File: src/rtl/spinner_quad.sv
// Spinner-to-quadrature converter: accumulates signed spinner deltas and replays
// them as Gray-coded A/B steps at a programmable step rate.
module spinner_quad #(
  parameter int ACC_W = 10,
  parameter int DIV_W = 16
) (
  input  logic             CLK,
  input  logic             reset,
  input  logic [8:0]       spinner,
  input  logic [DIV_W-1:0] clkdiv,
  output logic [1:0]       steer,
  output logic             busy
);

  localparam int SUM_W = ACC_W + 2;
  localparam logic signed [SUM_W-1:0] SUM_MAX = {3'b000, {(ACC_W-1){1'b1}}};
  localparam logic signed [SUM_W-1:0] SUM_MIN = -SUM_MAX;

  // Symmetric clamp to +/-(2^(ACC_W-1)-1); the most negative code is never produced.
  function automatic logic signed [ACC_W-1:0] sat_acc(input logic signed [SUM_W-1:0] sum);
    logic signed [SUM_W-1:0] clamped;
    if (sum > SUM_MAX) begin
      clamped = SUM_MAX;
    end else if (sum < SUM_MIN) begin
      clamped = SUM_MIN;
    end else begin
      clamped = sum;
    end
    return clamped[ACC_W-1:0];
  endfunction

  function automatic logic [1:0] gray_fwd(input logic [1:0] p);
    return {p[0], ~p[1]};
  endfunction

  function automatic logic [1:0] gray_rev(input logic [1:0] p);
    return {~p[0], p[1]};
  endfunction

  logic                    tog_q, tog_d;
  logic                    vld_p0_q, vld_p0_d;
  logic signed [7:0]       delta_p0_q, delta_p0_d;
  logic [DIV_W-1:0]        cnt_q, cnt_d;
  logic signed [ACC_W-1:0] acc_q, acc_d;
  logic [1:0]              phase_q, phase_d;
  logic                    busy_q, busy_d;

  logic                    tick;
  logic                    acc_neg, acc_nz;
  logic signed [SUM_W-1:0] acc_ext, delta_ext, step_ext, sum;

  always_comb begin
    tog_d      = spinner[8];
    vld_p0_d   = spinner[8] ^ tog_q;
    delta_p0_d = spinner[7:0];

    // >= rather than == so a shrinking clkdiv that skips past the count still ticks.
    tick = (clkdiv <= DIV_W'(1)) || (cnt_q >= (clkdiv - DIV_W'(1)));
    cnt_d = tick ? '0 : cnt_q + DIV_W'(1);

    acc_neg   = acc_q[ACC_W-1];
    acc_nz    = |acc_q;
    acc_ext   = {{2{acc_q[ACC_W-1]}}, acc_q};
    delta_ext = vld_p0_q ? {{(SUM_W-8){delta_p0_q[7]}}, delta_p0_q} : '0;
    step_ext  = '0;
    if (tick && acc_nz) begin
      step_ext = acc_neg ? -SUM_W'(1) : SUM_W'(1);
    end
    sum   = acc_ext + delta_ext - step_ext;
    acc_d = sat_acc(sum);

    // Direction comes from the pre-update accumulator, even when an event lands on a tick.
    phase_d = phase_q;
    if (tick && acc_nz) begin
      phase_d = acc_neg ? gray_rev(phase_q) : gray_fwd(phase_q);
    end

    busy_d = |acc_d;
  end

  // Stage p0: capture event and delta; the toggle copy tracks spinner[8] even in reset.
  always_ff @(posedge CLK) begin
    tog_q      <= tog_d;
    delta_p0_q <= delta_p0_d;
  end

  // Stage p1: accumulate, step timer, quadrature phase.
  always_ff @(posedge CLK) begin
    if (reset) begin
      vld_p0_q <= 1'b0;
      cnt_q    <= '0;
      acc_q    <= '0;
      phase_q  <= 2'b00;
      busy_q   <= 1'b0;
    end else begin
      vld_p0_q <= vld_p0_d;
      cnt_q    <= cnt_d;
      acc_q    <= acc_d;
      phase_q  <= phase_d;
      busy_q   <= busy_d;
    end
  end

  assign steer = phase_q;
  assign busy  = busy_q;

endmodule

File: config.mk
export PLATFORM = sky130hd
export DESIGN_NAME = spinner_quad
export DESIGN_NICKNAME = d
export VERILOG_FILES = /design/src/rtl/spinner_quad.sv
export SDC_FILE = /design/constraint.sdc
export NUM_CORES = 1
export LEC_CHECK = 0
export CAP_MARGIN = 5
export CORE_MARGIN = 2
export CORE_UTILIZATION = 30
export DETAILED_ROUTE_END_ITERATION = 8
export DONT_BUFFER_PORTS = 1
export PLACE_DENSITY = 0.54
export SLEW_MARGIN = 40
export SYNTH_ARGS = -nofsm -noshare
export SYNTH_HDL_FRONTEND = slang
export SYNTH_SLANG_ARGS = --single-unit
export TNS_END_PERCENT = 5
File: constraint.sdc
create_clock -name CLK -period 9 [get_ports CLK]
set_clock_uncertainty 0.05 [all_clocks]
set_input_delay 1.8 -clock CLK [delete_from_list [all_inputs] [get_ports CLK]]
set_output_delay 1.8 -clock CLK [all_outputs]
set_load 0.05 [all_outputs]
==> impl_results.md <==
- Synth cell types: 54
- PD cells: 305 nW/µm²
- Maximum clock insertion buffer count: 2
- Number of optimization iterations in the first detailed-route pass: 4
- Count leader, synth: sky130_fd_sc_hd__dfxtp_1
- Ports placed on the boundary: 30
- Clock period minus worst slack: 7.54 ns
- Die Footprint: 10700 µm²
- Die Span Y: 103 µm
- Detailed placer's ending HPWL: 5.06 mm
- PostCTS Resize Cnt: 0
- Final hold violations: 0
- Final Max Tran Viols: 0
- Period utilisation layout: 0.838
- Level count of the clock H-tree: 2
- Number of flops mapped to enable cells by yosys: 0
- Max IR drop VDD: 0.000209 V
- Vias post-DR: 2294
- Area inside the core boundary: 9680 µm²
- Clock Latency Late Sink: 0.30 ns
- Final critical-path setup slack: 1.46 ns
- Final #Nets: 412
- Number of global-route vias before repair: 2347
- Total overflow reported by the global router: 0
- Hold buffers post-CTS: 0
- Unrepaired setup endpoints after global routing: no
- Highest fanout seen on the critical path: 11
- Layout filler cell count: 1035
- Antenna violations before repair: 0
- Per-cell routed wire length: 13.0 µm
- First-pass GRT wire length: 10.5 mm
- Share of synthesized area occupied by flip-flops and latches: 0.264
- Crit path kind: in2reg
- Max-Cap Viols: 0
- Die X-Extent: 103 µm
- Synth Area per Inst: 8.61 µm²
- Register clock-pin slew on the reported worst setup and hold paths: 0.08 ns
- Number of setup buffers added after CTS: 0
- Top cell type by total area after synthesis: sky130_fd_sc_hd__dfxtp_1
- Summed instance area of the synthesized netlist: 2960 µm²
- Placer congestion estimate: 0.855
- Count of clock tree sinks: 39
- TritonCTS clock tree: yes
- Pre-CTS WS: 0.939 ns
- Number of diodes added for antenna fixing: 0
- Rows: 36
- Slowest cell on crit path: sky130_fd_sc_hd__fa_1
- Syn Nets: 412
- List of cells traversed by the critical path: or4_4 > or3_4 > nor2_1 > xnor2_1 > ha_1 > a21oi_1 > and2b_2 > a311oi_1 > a31oi_2 > a21oi_2 > inv_1 > and2_1 > fa_1 > inv_1 > ha_1 > a21o_1 > o21bai_1 > o2111a_1 > o21ai_0 > a31oi_2 > nor2_1 > o21ai_0
- Number of buffers inserted during clock tree synthesis: 5
- Setup TNS: 0 ns
- Root buffer cell: sky130_fd_sc_hd__clkbuf_8
- Total wire length after detailed routing: 6.24 mm
- Drt initial violations: 62
- Share of the synthesized area in the top cell type: 0.264
- Worst min-delay path class: reg2reg
- Yosys warns: 0
- Crit path largest cell delay: 0.55 ns
- Cell class contributing the biggest share of worst-path delay: compound AO/OA/AOI/OAI gates
- Crit path capture type: flop
- Synth Instances: 344
- Residual DRC count: 0
- Number of buffers inserted by port buffering: 0
- Seq cells post-synth: 39
- Initial Util: 0.306
- Achievable frequency: 133 MHz
- Least-Margin Pin Slew: 0.657 ns
- Leading cell types by total area after synthesis: sky130_fd_sc_hd__dfxtp_1, sky130_fd_sc_hd__ha_1, sky130_fd_sc_hd__xnor2_1, sky130_fd_sc_hd__fa_1, sky130_fd_sc_hd__xor2_1
- Required time at the endpoint of the critical path: 9.11 ns
- Final core utilization: 0.329
- Headroom to the max-slew limit: 0.558
- Relative area change from synthesis to final layout: 7.60%
- Number of buffer and inverter stages on the critical path: 2
- Final number of setup-violating endpoints: 0
- Layout cells sized above 1: 0.0638
- Worst path arrival time: 7.65 ns
- Post-route antenna net violation count: 0
- Detail-routed via count per cell: 4.80
- List of most frequent post-synthesis cells: sky130_fd_sc_hd__dfxtp_1, sky130_fd_sc_hd__nor2_1, sky130_fd_sc_hd__inv_1
- Leakage: 0.00136 µW
- Run status: finished clean
- Async set or reset register ratio after synthesis: 0
- Top_reg_cell synth: sky130_fd_sc_hd__dfxtp_1
- Total GRT Usage: 0.126
- CP Launch Type: primary input
- Pin count of the biggest net entering global routing: 18
-- metrics by stage --
stage | area [µm²] | std cells | hold WS [ns] | total power, µW
6_report | 3190 | 478 | 0.431 | 973
4_1_cts | 3180 | 478 | 0.436 | 971
2_1_floorplan | 2960 | 344 | 0.391 | 732
3_5_place_dp | 3100 | 470 | 0.419 | 852
3_3_place_gp | 3100 | 470 | 0.419 | 849
5_1_grt | 3190 | 478 | 0.455 | 1070
-- kinds of logic after synthesis --
| family | count (synthesis) | share of synthesized area |
|---|---|---|
| AO/OA/AOI/OAI | 68 | 0.161 |
| XOR/XNOR | 39 | 0.115 |
| adder cells (fa/ha/maj) | 41 | 0.196 |
| buffers and inverters | 40 | 0.0528 |
| flip-flops | 39 | 0.264 |
| multiplexers | 1 | 0.00507 |
| AND/OR/NAND/NOR | 116 | 0.206 |
-- cells in the final DEF, fill, tap and decap left out, drive strengths merged, types with 4 or more instances in the layout --
| cell type | netlist | routed |
|---|---|---|
| nor3 | 12 | 12 |
| a211oi | 4 | 4 |
| fa | 9 | 9 |
| nand4 | 6 | 6 |
| dfxtp | 39 | 39 |
| nand3 | 14 | 14 |
| nand2b | 5 | 5 |
| nor4 | 6 | 6 |
| clkbuf | 4 | 6 |
| nor2 | 36 | 36 |
| a21o | 15 | 15 |
| xor2 | 16 | 16 |
| and2 | 4 | 4 |
| inv | 33 | 33 |
| ha | 32 | 32 |
| o21ai | 8 | 8 |
| a31oi | 4 | 4 |
| nand2 | 16 | 16 |
| a21oi | 17 | 17 |
| xnor2 | 23 | 23 |
-- state kept, by name, summed over array words and instances (netlist names) --
register	flops
acc_q	10
busy	1
cnt_q	16
delta_p0_q	8
steer	2
tog_q	1
vld_p0_q	1
-- power by group --
part	switching, µW	internal (µW)	leakage (µW)
sequential	22.0	202	0.000322
combinational	374	257	0.000997
clock	63.6	54.2	0.0000412
total	460	514	0.00136
-- final cells by class --
type                            instances  area [µm²]  area share
Sequential cell                        39         781       0.245
Tap cell                              133         166      0.0522
Multi-Input combinational cell        265        2030       0.637
Inverter                               33         124      0.0389
Clock buffer                            6        72.6      0.0228
Clock inverter                          2        12.5     0.00392
-- final timing paths --
| path | end | slack (ns) | startpoint | cells past startpoint |
|---|---|---|---|---|
| min | cnt_q[0]$_SDFF_PP0_ | 0.43 | cnt_q[0]$_SDFF_PP0_ | 1 |
| min reg2reg | cnt_q[0]$_SDFF_PP0_ | 0.43 | cnt_q[0]$_SDFF_PP0_ | 1 |
| max | acc_q[2]$_SDFF_PP0_ | 1.46 | clkdiv[8] | 22 |
| max reg2reg | acc_q[2]$_SDFF_PP0_ | 3.59 | cnt_q[13]$_SDFF_PP0_ | 19 |
-- per-layer routing --
layer	global-route usage	routed length [µm]
met4	0.0354	53
met2	0.229	3040
met1	0.152	2920
met3	0.0222	221
met5	0	0
Note: power is estimated with default switching activity, not from simulation.
